`src/rtl/glitch_pkg.sv`:
```
// Shared types and frame-layout helpers for the multi-pulse glitch sequencer.
package glitch_pkg;

    typedef enum logic [2:0] {
        ST_LOAD,
        ST_ARMED,
        ST_TRST,
        ST_DELAY,
        ST_PULSE,
        ST_DONE
    } state_t;

    localparam int POL_IDX = 0;

    function automatic int frame_len(input int cw, input int num_pulses);
        return 2 * cw * num_pulses + 1;
    endfunction

    // Field f is D_i for f=2i and W_i for f=2i+1; fields are packed MSB-first above POL.
    function automatic int field_lsb(input int cw, input int num_pulses, input int f);
        return frame_len(cw, num_pulses) - (f + 1) * cw;
    endfunction

endpackage

```
`src/rtl/glitch_sequencer_if.sv`:
```
// Host-side control and glitch-driver signals of the sequencer.
interface glitch_sequencer_if;
    logic cfg_en;
    logic cfg_data;
    logic go;
    logic rearm;
    logic armed;
    logic busy;
    logic done;
    logic glitch;
    logic target_reset;

    modport master (
        output cfg_en, cfg_data, go, rearm,
        input  armed, busy, done, glitch, target_reset
    );

    modport slave (
        input  cfg_en, cfg_data, go, rearm,
        output armed, busy, done, glitch, target_reset
    );
endinterface

```
`src/rtl/glitch_cfg_shifter.sv`:
```
// Serial config frame capture: shift register, bit counter and field unpacking.
module glitch_cfg_shifter
    import glitch_pkg::*;
#(
    parameter int NUM_PULSES = 2,
    parameter int CW         = 16
) (
    input  logic          clk,
    input  logic          clear,
    input  logic          shift_en,
    input  logic          bit_in,
    output logic          frame_full,
    output logic [CW-1:0] delay_val [NUM_PULSES],
    output logic [CW-1:0] width_val [NUM_PULSES],
    output logic          pol
);

    localparam int L   = frame_len(CW, NUM_PULSES);
    localparam int BCW = $clog2(L + 1);

    logic [L-1:0]   frame;
    logic [BCW-1:0] bit_cnt;

    // Frame contents are deliberately not cleared so the last config survives cfg_en low.
    always_ff @(posedge clk) begin
        if (clear) begin
            bit_cnt <= '0;
        end else if (shift_en) begin
            bit_cnt <= bit_cnt + 1'b1;
        end
        if (shift_en) begin
            frame <= {frame[L-2:0], bit_in};
        end
    end

    assign frame_full = shift_en && (bit_cnt == BCW'(L - 1));
    assign pol        = frame[POL_IDX];

    for (genvar i = 0; i < NUM_PULSES; i++) begin : g_unpack
        assign delay_val[i] = frame[field_lsb(CW, NUM_PULSES, 2*i)   +: CW];
        assign width_val[i] = frame[field_lsb(CW, NUM_PULSES, 2*i+1) +: CW];
    end

endmodule

```
`src/rtl/glitch_sequencer.sv`:
```
// Multi-pulse fault-injection sequencer: go synchroniser, sequencing FSM and shared
// delay/width down-counter.
//   state | meaning
//   LOAD  | shifting in config frame, outputs idle (glitch=0)
//   ARMED | frame complete, waiting for a synchronised go edge
//   TRST  | target_reset asserted for TRST_CYCLES
//   DELAY | idle gap D[idx] before pulse idx
//   PULSE | glitch active for W[idx]
//   DONE  | sequence finished, waiting for rearm
module glitch_sequencer
    import glitch_pkg::*;
#(
    parameter int NUM_PULSES  = 2,
    parameter int CW          = 16,
    parameter int TRST_CYCLES = 8,
    parameter int SYNC_STAGES = 2
) (
    input logic               SYSCLK_P,
    input logic               reset,
    glitch_sequencer_if.slave bus
);

    localparam int IDXW = (NUM_PULSES > 1) ? $clog2(NUM_PULSES) : 1;

    state_t              state, state_nxt;
    logic [IDXW-1:0]     idx, idx_nxt;
    logic [CW-1:0]       cnt, cnt_nxt;

    logic                clear;
    logic                frame_full;
    logic [CW-1:0]       delay_val [NUM_PULSES];
    logic [CW-1:0]       width_val [NUM_PULSES];
    logic                pol;

    logic [SYNC_STAGES-1:0] go_sync;
    logic                   go_prev;
    logic                   trig;

    int                  launch_from;
    logic                l_found;
    state_t              l_state;
    logic [IDXW-1:0]     l_idx;
    logic [CW-1:0]       l_cnt;

    assign clear = reset || !bus.cfg_en;

    glitch_cfg_shifter #(
        .NUM_PULSES (NUM_PULSES),
        .CW         (CW)
    ) u_shifter (
        .clk        (SYSCLK_P),
        .clear      (clear),
        .shift_en   (!clear && state == ST_LOAD),
        .bit_in     (bus.cfg_data),
        .frame_full (frame_full),
        .delay_val  (delay_val),
        .width_val  (width_val),
        .pol        (pol)
    );

    always_ff @(posedge SYSCLK_P) begin
        if (reset) begin
            go_sync <= '0;
            go_prev <= 1'b0;
            trig    <= 1'b0;
        end else begin
            go_sync <= {go_sync[SYNC_STAGES-2:0], bus.go};
            go_prev <= go_sync[SYNC_STAGES-1];
            trig    <= go_sync[SYNC_STAGES-1] && !go_prev;
        end
    end

    always_ff @(posedge SYSCLK_P) begin
        if (clear) begin
            state <= ST_LOAD;
            idx   <= '0;
            cnt   <= '0;
        end else begin
            state <= state_nxt;
            idx   <= idx_nxt;
            cnt   <= cnt_nxt;
        end
    end

    // Next non-empty pulse at or after launch_from; all-zero pulses take no cycles.
    always_comb begin
        launch_from = 0;
        if (state == ST_DELAY || state == ST_PULSE) begin
            launch_from = int'(idx) + 1;
        end
        l_found = 1'b0;
        l_state = ST_DONE;
        l_idx   = idx;
        l_cnt   = '0;
        for (int j = 0; j < NUM_PULSES; j++) begin
            if (!l_found && j >= launch_from) begin
                if (delay_val[j] != '0) begin
                    l_found = 1'b1;
                    l_state = ST_DELAY;
                    l_idx   = IDXW'(j);
                    l_cnt   = delay_val[j] - 1'b1;
                end else if (width_val[j] != '0) begin
                    l_found = 1'b1;
                    l_state = ST_PULSE;
                    l_idx   = IDXW'(j);
                    l_cnt   = width_val[j] - 1'b1;
                end
            end
        end
    end

    always_comb begin
        state_nxt = state;
        idx_nxt   = idx;
        cnt_nxt   = cnt;
        case (state)
            ST_LOAD: begin
                if (frame_full) begin
                    state_nxt = ST_ARMED;
                end
            end
            ST_ARMED: begin
                if (trig) begin
                    if (TRST_CYCLES > 0) begin
                        state_nxt = ST_TRST;
                        cnt_nxt   = CW'(TRST_CYCLES - 1);
                    end else begin
                        state_nxt = l_state;
                        idx_nxt   = l_idx;
                        cnt_nxt   = l_cnt;
                    end
                end
            end
            ST_TRST, ST_PULSE: begin
                if (cnt == '0) begin
                    state_nxt = l_state;
                    idx_nxt   = l_idx;
                    cnt_nxt   = l_cnt;
                end else begin
                    cnt_nxt = cnt - 1'b1;
                end
            end
            ST_DELAY: begin
                if (cnt != '0) begin
                    cnt_nxt = cnt - 1'b1;
                end else if (width_val[idx] != '0) begin
                    state_nxt = ST_PULSE;
                    cnt_nxt   = width_val[idx] - 1'b1;
                end else begin
                    state_nxt = l_state;
                    idx_nxt   = l_idx;
                    cnt_nxt   = l_cnt;
                end
            end
            ST_DONE: begin
                if (bus.rearm) begin
                    state_nxt = ST_ARMED;
                end
            end
            default: state_nxt = ST_LOAD;
        endcase
    end

    assign bus.armed        = (state == ST_ARMED);
    assign bus.busy         = (state == ST_TRST) || (state == ST_DELAY) || (state == ST_PULSE);
    assign bus.done         = (state == ST_DONE);
    assign bus.target_reset = (state == ST_TRST);
    assign bus.glitch       = (state == ST_LOAD)  ? 1'b0 :
                              (state == ST_PULSE) ? !pol : pol;

endmodule
```
`src/flat_wrapper.sv`:
```
// flat-port wrapper written by rule: the top's interface ports become plain ports
module glitch_sequencer_flat import glitch_pkg::*;
#(
    parameter int NUM_PULSES  = 2,
    parameter int CW          = 16,
    parameter int TRST_CYCLES = 8,
    parameter int SYNC_STAGES = 2
)
  (SYSCLK_P, reset, bus_cfg_en, bus_cfg_data, bus_go, bus_rearm, bus_armed, bus_busy, bus_done, bus_glitch, bus_target_reset);
  glitch_sequencer_if bus_i ();
  input logic SYSCLK_P;
  input logic reset;
  input wire logic [$bits(bus_i.cfg_en)-1:0] bus_cfg_en;
  input wire logic [$bits(bus_i.cfg_data)-1:0] bus_cfg_data;
  input wire logic [$bits(bus_i.go)-1:0] bus_go;
  input wire logic [$bits(bus_i.rearm)-1:0] bus_rearm;
  output wire logic [$bits(bus_i.armed)-1:0] bus_armed;
  output wire logic [$bits(bus_i.busy)-1:0] bus_busy;
  output wire logic [$bits(bus_i.done)-1:0] bus_done;
  output wire logic [$bits(bus_i.glitch)-1:0] bus_glitch;
  output wire logic [$bits(bus_i.target_reset)-1:0] bus_target_reset;
  assign bus_i.cfg_en = bus_cfg_en;
  assign bus_i.cfg_data = bus_cfg_data;
  assign bus_i.go = bus_go;
  assign bus_i.rearm = bus_rearm;
  assign bus_armed = bus_i.armed;
  assign bus_busy = bus_i.busy;
  assign bus_done = bus_i.done;
  assign bus_glitch = bus_i.glitch;
  assign bus_target_reset = bus_i.target_reset;
  glitch_sequencer #(.NUM_PULSES(NUM_PULSES), .CW(CW), .TRST_CYCLES(TRST_CYCLES), .SYNC_STAGES(SYNC_STAGES)) u_core (.SYSCLK_P(SYSCLK_P), .reset(reset), .bus(bus_i));
endmodule
```
`config.mk`:
```
export PLATFORM = sky130hd
export DESIGN_NAME = glitch_sequencer_flat
export DESIGN_NICKNAME = d
export VERILOG_FILES = /design/src/rtl/glitch_pkg.sv /design/src/rtl/glitch_sequencer_if.sv /design/src/rtl/glitch_cfg_shifter.sv /design/src/rtl/glitch_sequencer.sv /design/src/flat_wrapper.sv
export SDC_FILE = /design/constraint.sdc
export NUM_CORES = 1
export LEC_CHECK = 0
export ABC_AREA = 1
export CORE_MARGIN = 10
export CORE_UTILIZATION = 55
export CTS_CLUSTER_SIZE = 28
export DETAILED_ROUTE_END_ITERATION = 6
export PLACE_DENSITY = 0.79
export SETUP_SLACK_MARGIN = 0.3
export SYNTH_ARGS = -nofsm -noshare
export SYNTH_HDL_FRONTEND = slang
export SYNTH_SLANG_ARGS = --single-unit
```
`constraint.sdc`:
```
create_clock -name SYSCLK_P -period 7.7 [get_ports SYSCLK_P]
set_clock_uncertainty 0.1 [all_clocks]
set_input_delay 1.54 -clock SYSCLK_P [delete_from_list [all_inputs] [get_ports SYSCLK_P]]
set_output_delay 1.54 -clock SYSCLK_P [all_outputs]
set_load 0.02 [all_outputs]
```
==> reports/metrics.csv <==
stage;metric;value;unit
grt;grt met3 use;3.102;%
die;Die X;130.5;µm
routing;antenna-violating nets left;0;
cells_and_area;layout cell share with drive strength beyond 1;6.680;%
placement;Port Buffers;10;
cts;htree depth;3;
cts;clk_lat worst skew;0.36;ns
yosys;Yosys cell types;39;
pwr;Peak VDD IR;0.1439;mV
yosys;Top FF cell, synth;edfxtp_1;
die;Die Ht;130.5;µm
flow_run;max_cap viols;0;
critical_path;worst path required time;7.62;ns
yosys;EDFF count, synth;65;
hold_path;worst hold-check path type;flop to flop;
yosys;Synth top area share;29.05;%
cts;CTS tree;built;
timing;fin. max-slew vios;0;
die;Site Rows;40;
grt;met2 usage;31.55;%
yosys;YS warnings;0;
placement;DP Wirelength;13.13;mm
run_status;status;finished, final reports clean;
yosys;syn nets;985;
grt;initial antenna violation count;0;
routing;vias per std cell;5.480;
critical_path;crit path max fanout;41;
timing;setup TNS;0;ns
cts;CTS Buffer Depth;2;
routing;wire per inst;14.89;µm
grt;met1 Use GR;28.61;%
cells_and_area;sequential cell area;2572;µm²
grt;largest net degree at the start of global routing;42;
yosys;Seq/Total Area, Yosys;38.29;%
routing;DRC Markers;0;
yosys;FFs w/ async S/R, synth;0;%
cts;cts bufs inserted;9;
routing;DR vias;6220;
pwr;leak pwr;3.163;nW
placement;pre-CTS setup slack;3.212;ns
timing;Worst slew margin;27.84;%
timing;highest clock rate;0.2442;GHz
die;Initial Utilization;55.94;%
cts;# hold bufs at CTS;0;
cells_and_area;area of the multi-input gates;3578;µm²
critical_path;Crit Path Class;primary input to flop;
timing;setup ws final;3.605;ns
cells_and_area;diode count;0;
routing;final wirelength;16.90;mm
grt;global-route wire length before repair;27.52;mm
cts;post_cts resized;0;
grt;busiest grt layer;met2;
timing;Hold Fails Final Rpt;0;
timing;RSZ-0062 raised after global routing;false;
cells_and_area;post-route cell area;7264;µm²
grt;Remaining Overflow, GRT;0;
routing;1st-iter DRT viols;669;
pwr;Cell Pwr Density;153.6;nW/µm²
routing;1st-pass router iterations;5;
timing;Setup violations, final;0;
yosys;syn_area_per_cell;6.927;µm²
critical_path;startpoint types;primary input;
critical_path;Critical Path Sink Type;flop;
cts;# Post-CTS Setup Buffers;0;
die;die area;17040;µm²
critical_path;arrival time worst endpoint;4.02;ns
grt;vias in the first global route;5611;
placement;Final GP Congestion;0.9999;
timing;Worst Tran Pin Value;1.080;ns
timing;min Tclk post-route;4.095;ns
placement;placed cell areas;6948;µm²
yosys;leading area contributor after synthesis;edfxtp_1;
yosys;ranking of synthesized cells by area;edfxtp_1 29%, nand2_1 15%, dfxtp_1 9.2%;
cts;root buffer cell;clkbuf_16;
timing;Final Cycle Share;53.18;%
yosys;Yosys reg bits;96;
cts;clk sink count;96;
yosys;Synth Instances;970;
cells_and_area;Layout area overhead;8.119;%
die;I/O pin cnt;11;
grt;total global-route track usage;20.66;%
cts;Reg clk slew, reported paths;0.07;ns
yosys;synthesized area;6719;µm²
die;Core Region;12010;µm²
cells_and_area;Filler cells;1153;
cells_and_area;Nets;998;
-- state kept, by name, indices dropped and copies added (netlist names) --
name	cells
u_core.go_sync	2
u_core.state	3
u_core.idx	1
u_core.u_shifter.bit_cnt	7
u_core.go_prev	1
u_core.cnt	16
u_core.trig	1
u_core.u_shifter.frame	65
-- cell usage in the layout, fill, tap and decap left out, types with 3 or more instances in the layout --
master and count:
edfxtp_1 65, o21ai_1 15, nand4_1 10, nor2_1 155
nand2_2 9, nor2_2 8, clkbuf_8 3, inv_2 8
ha_1 9, nor2_4 5, a21oi_1 44, clkbuf_16 9
nand2_1 264, buf_4 4, clkdlybuf4s50_1 10, a21oi_2 3
dfxtp_1 31, xnor2_1 7, nor3_1 15, inv_1 116
xor2_1 35, o21ai_0 52, nand3_1 81, nand3b_1 5
-- Yosys cell counts (3+ instances only) --
cell type  count
nor2_2         8
nand3b_1       5
o21ai_0       52
ha_1           9
buf_6          5
a21oi_2        3
nand3_1       81
inv_1        116
xor2_1        35
nor2_4         4
clkbuf_1       3
inv_2          8
nand2_2        9
nand2_1      264
xnor2_1        7
nor3_1        15
o21ai_1       15
a21oi_1       44
nand4_1       10
edfxtp_1      65
dfxtp_1       31
nor2_1       156
-- critical path, stage by stage --
cell and delay, ns:
clkdlybuf4s50_1 0.48, nor2_1 0.13, buf_4 0.23, inv_1 0.23
nor2_4 0.89, buf_4 0.47
-- per-stage QoR --
step	util [%]	hold slack (ns)	instances	total power (W)
6_report	60.48	0.2937	1135	0.001116
5_1_grt	60.48	0.3252	1135	0.001156
4_1_cts	60.48	0.2966	1135	0.001126
3_5_place_dp	57.84	0.2869	1119	0.0006599
3_3_place_gp	57.84	0.2863	1119	0.0006590
2_1_floorplan	-	0.2728	970	0.0006378
-- power breakdown --
group / internal (W) / total (W) / switching (W)
clock network: 0.000278 / 0.000466 / 0.000188
registers: 0.000567 / 0.000584 / 0.0000170
logic: 0.0000217 / 0.0000662 / 0.0000445
-- cell families (layout without fill, tap and decap cells) --
group | after synthesis | in the layout | synth area share, %
simple gates | 564 | 564 | 36.31
buf+inv | 137 | 155 | 8.566
compound gates | 122 | 122 | 9.684
flops | 96 | 96 | 38.29
xor+xnor | 42 | 42 | 5.475
fa+ha+maj | 9 | 9 | 1.676
-- metal layers --
metal  vias to the layer above  part of all wire (%)
li1                       3165                     -
met1                      2791                    45
met2                       232                    44
met3                        32                   8.2
met4                         0                   2.7
met5                         -                     0
-- worst paths after layout --
path                   start                         end  slack, ns  cells past startpoint
min           u_core.go_prev                 u_core.trig       0.29                      1
max                    reset  u_core.u_shifter.frame[62]       3.61                      6
max reg2reg  u_core.state[0]  u_core.u_shifter.frame[62]       4.96                      6
min reg2reg   u_core.go_prev                 u_core.trig       0.29                      1
-- cell type report --
class,count,share of cell area (%)
sequential,96,35.41
tap,147,2.532
timing repair buffer,14,1.791
multi-input combinational,737,49.26
clock inverter,4,0.6889
clock buffer,12,3.669
inverter,125,6.648
(Power assumes the default switching activity.)
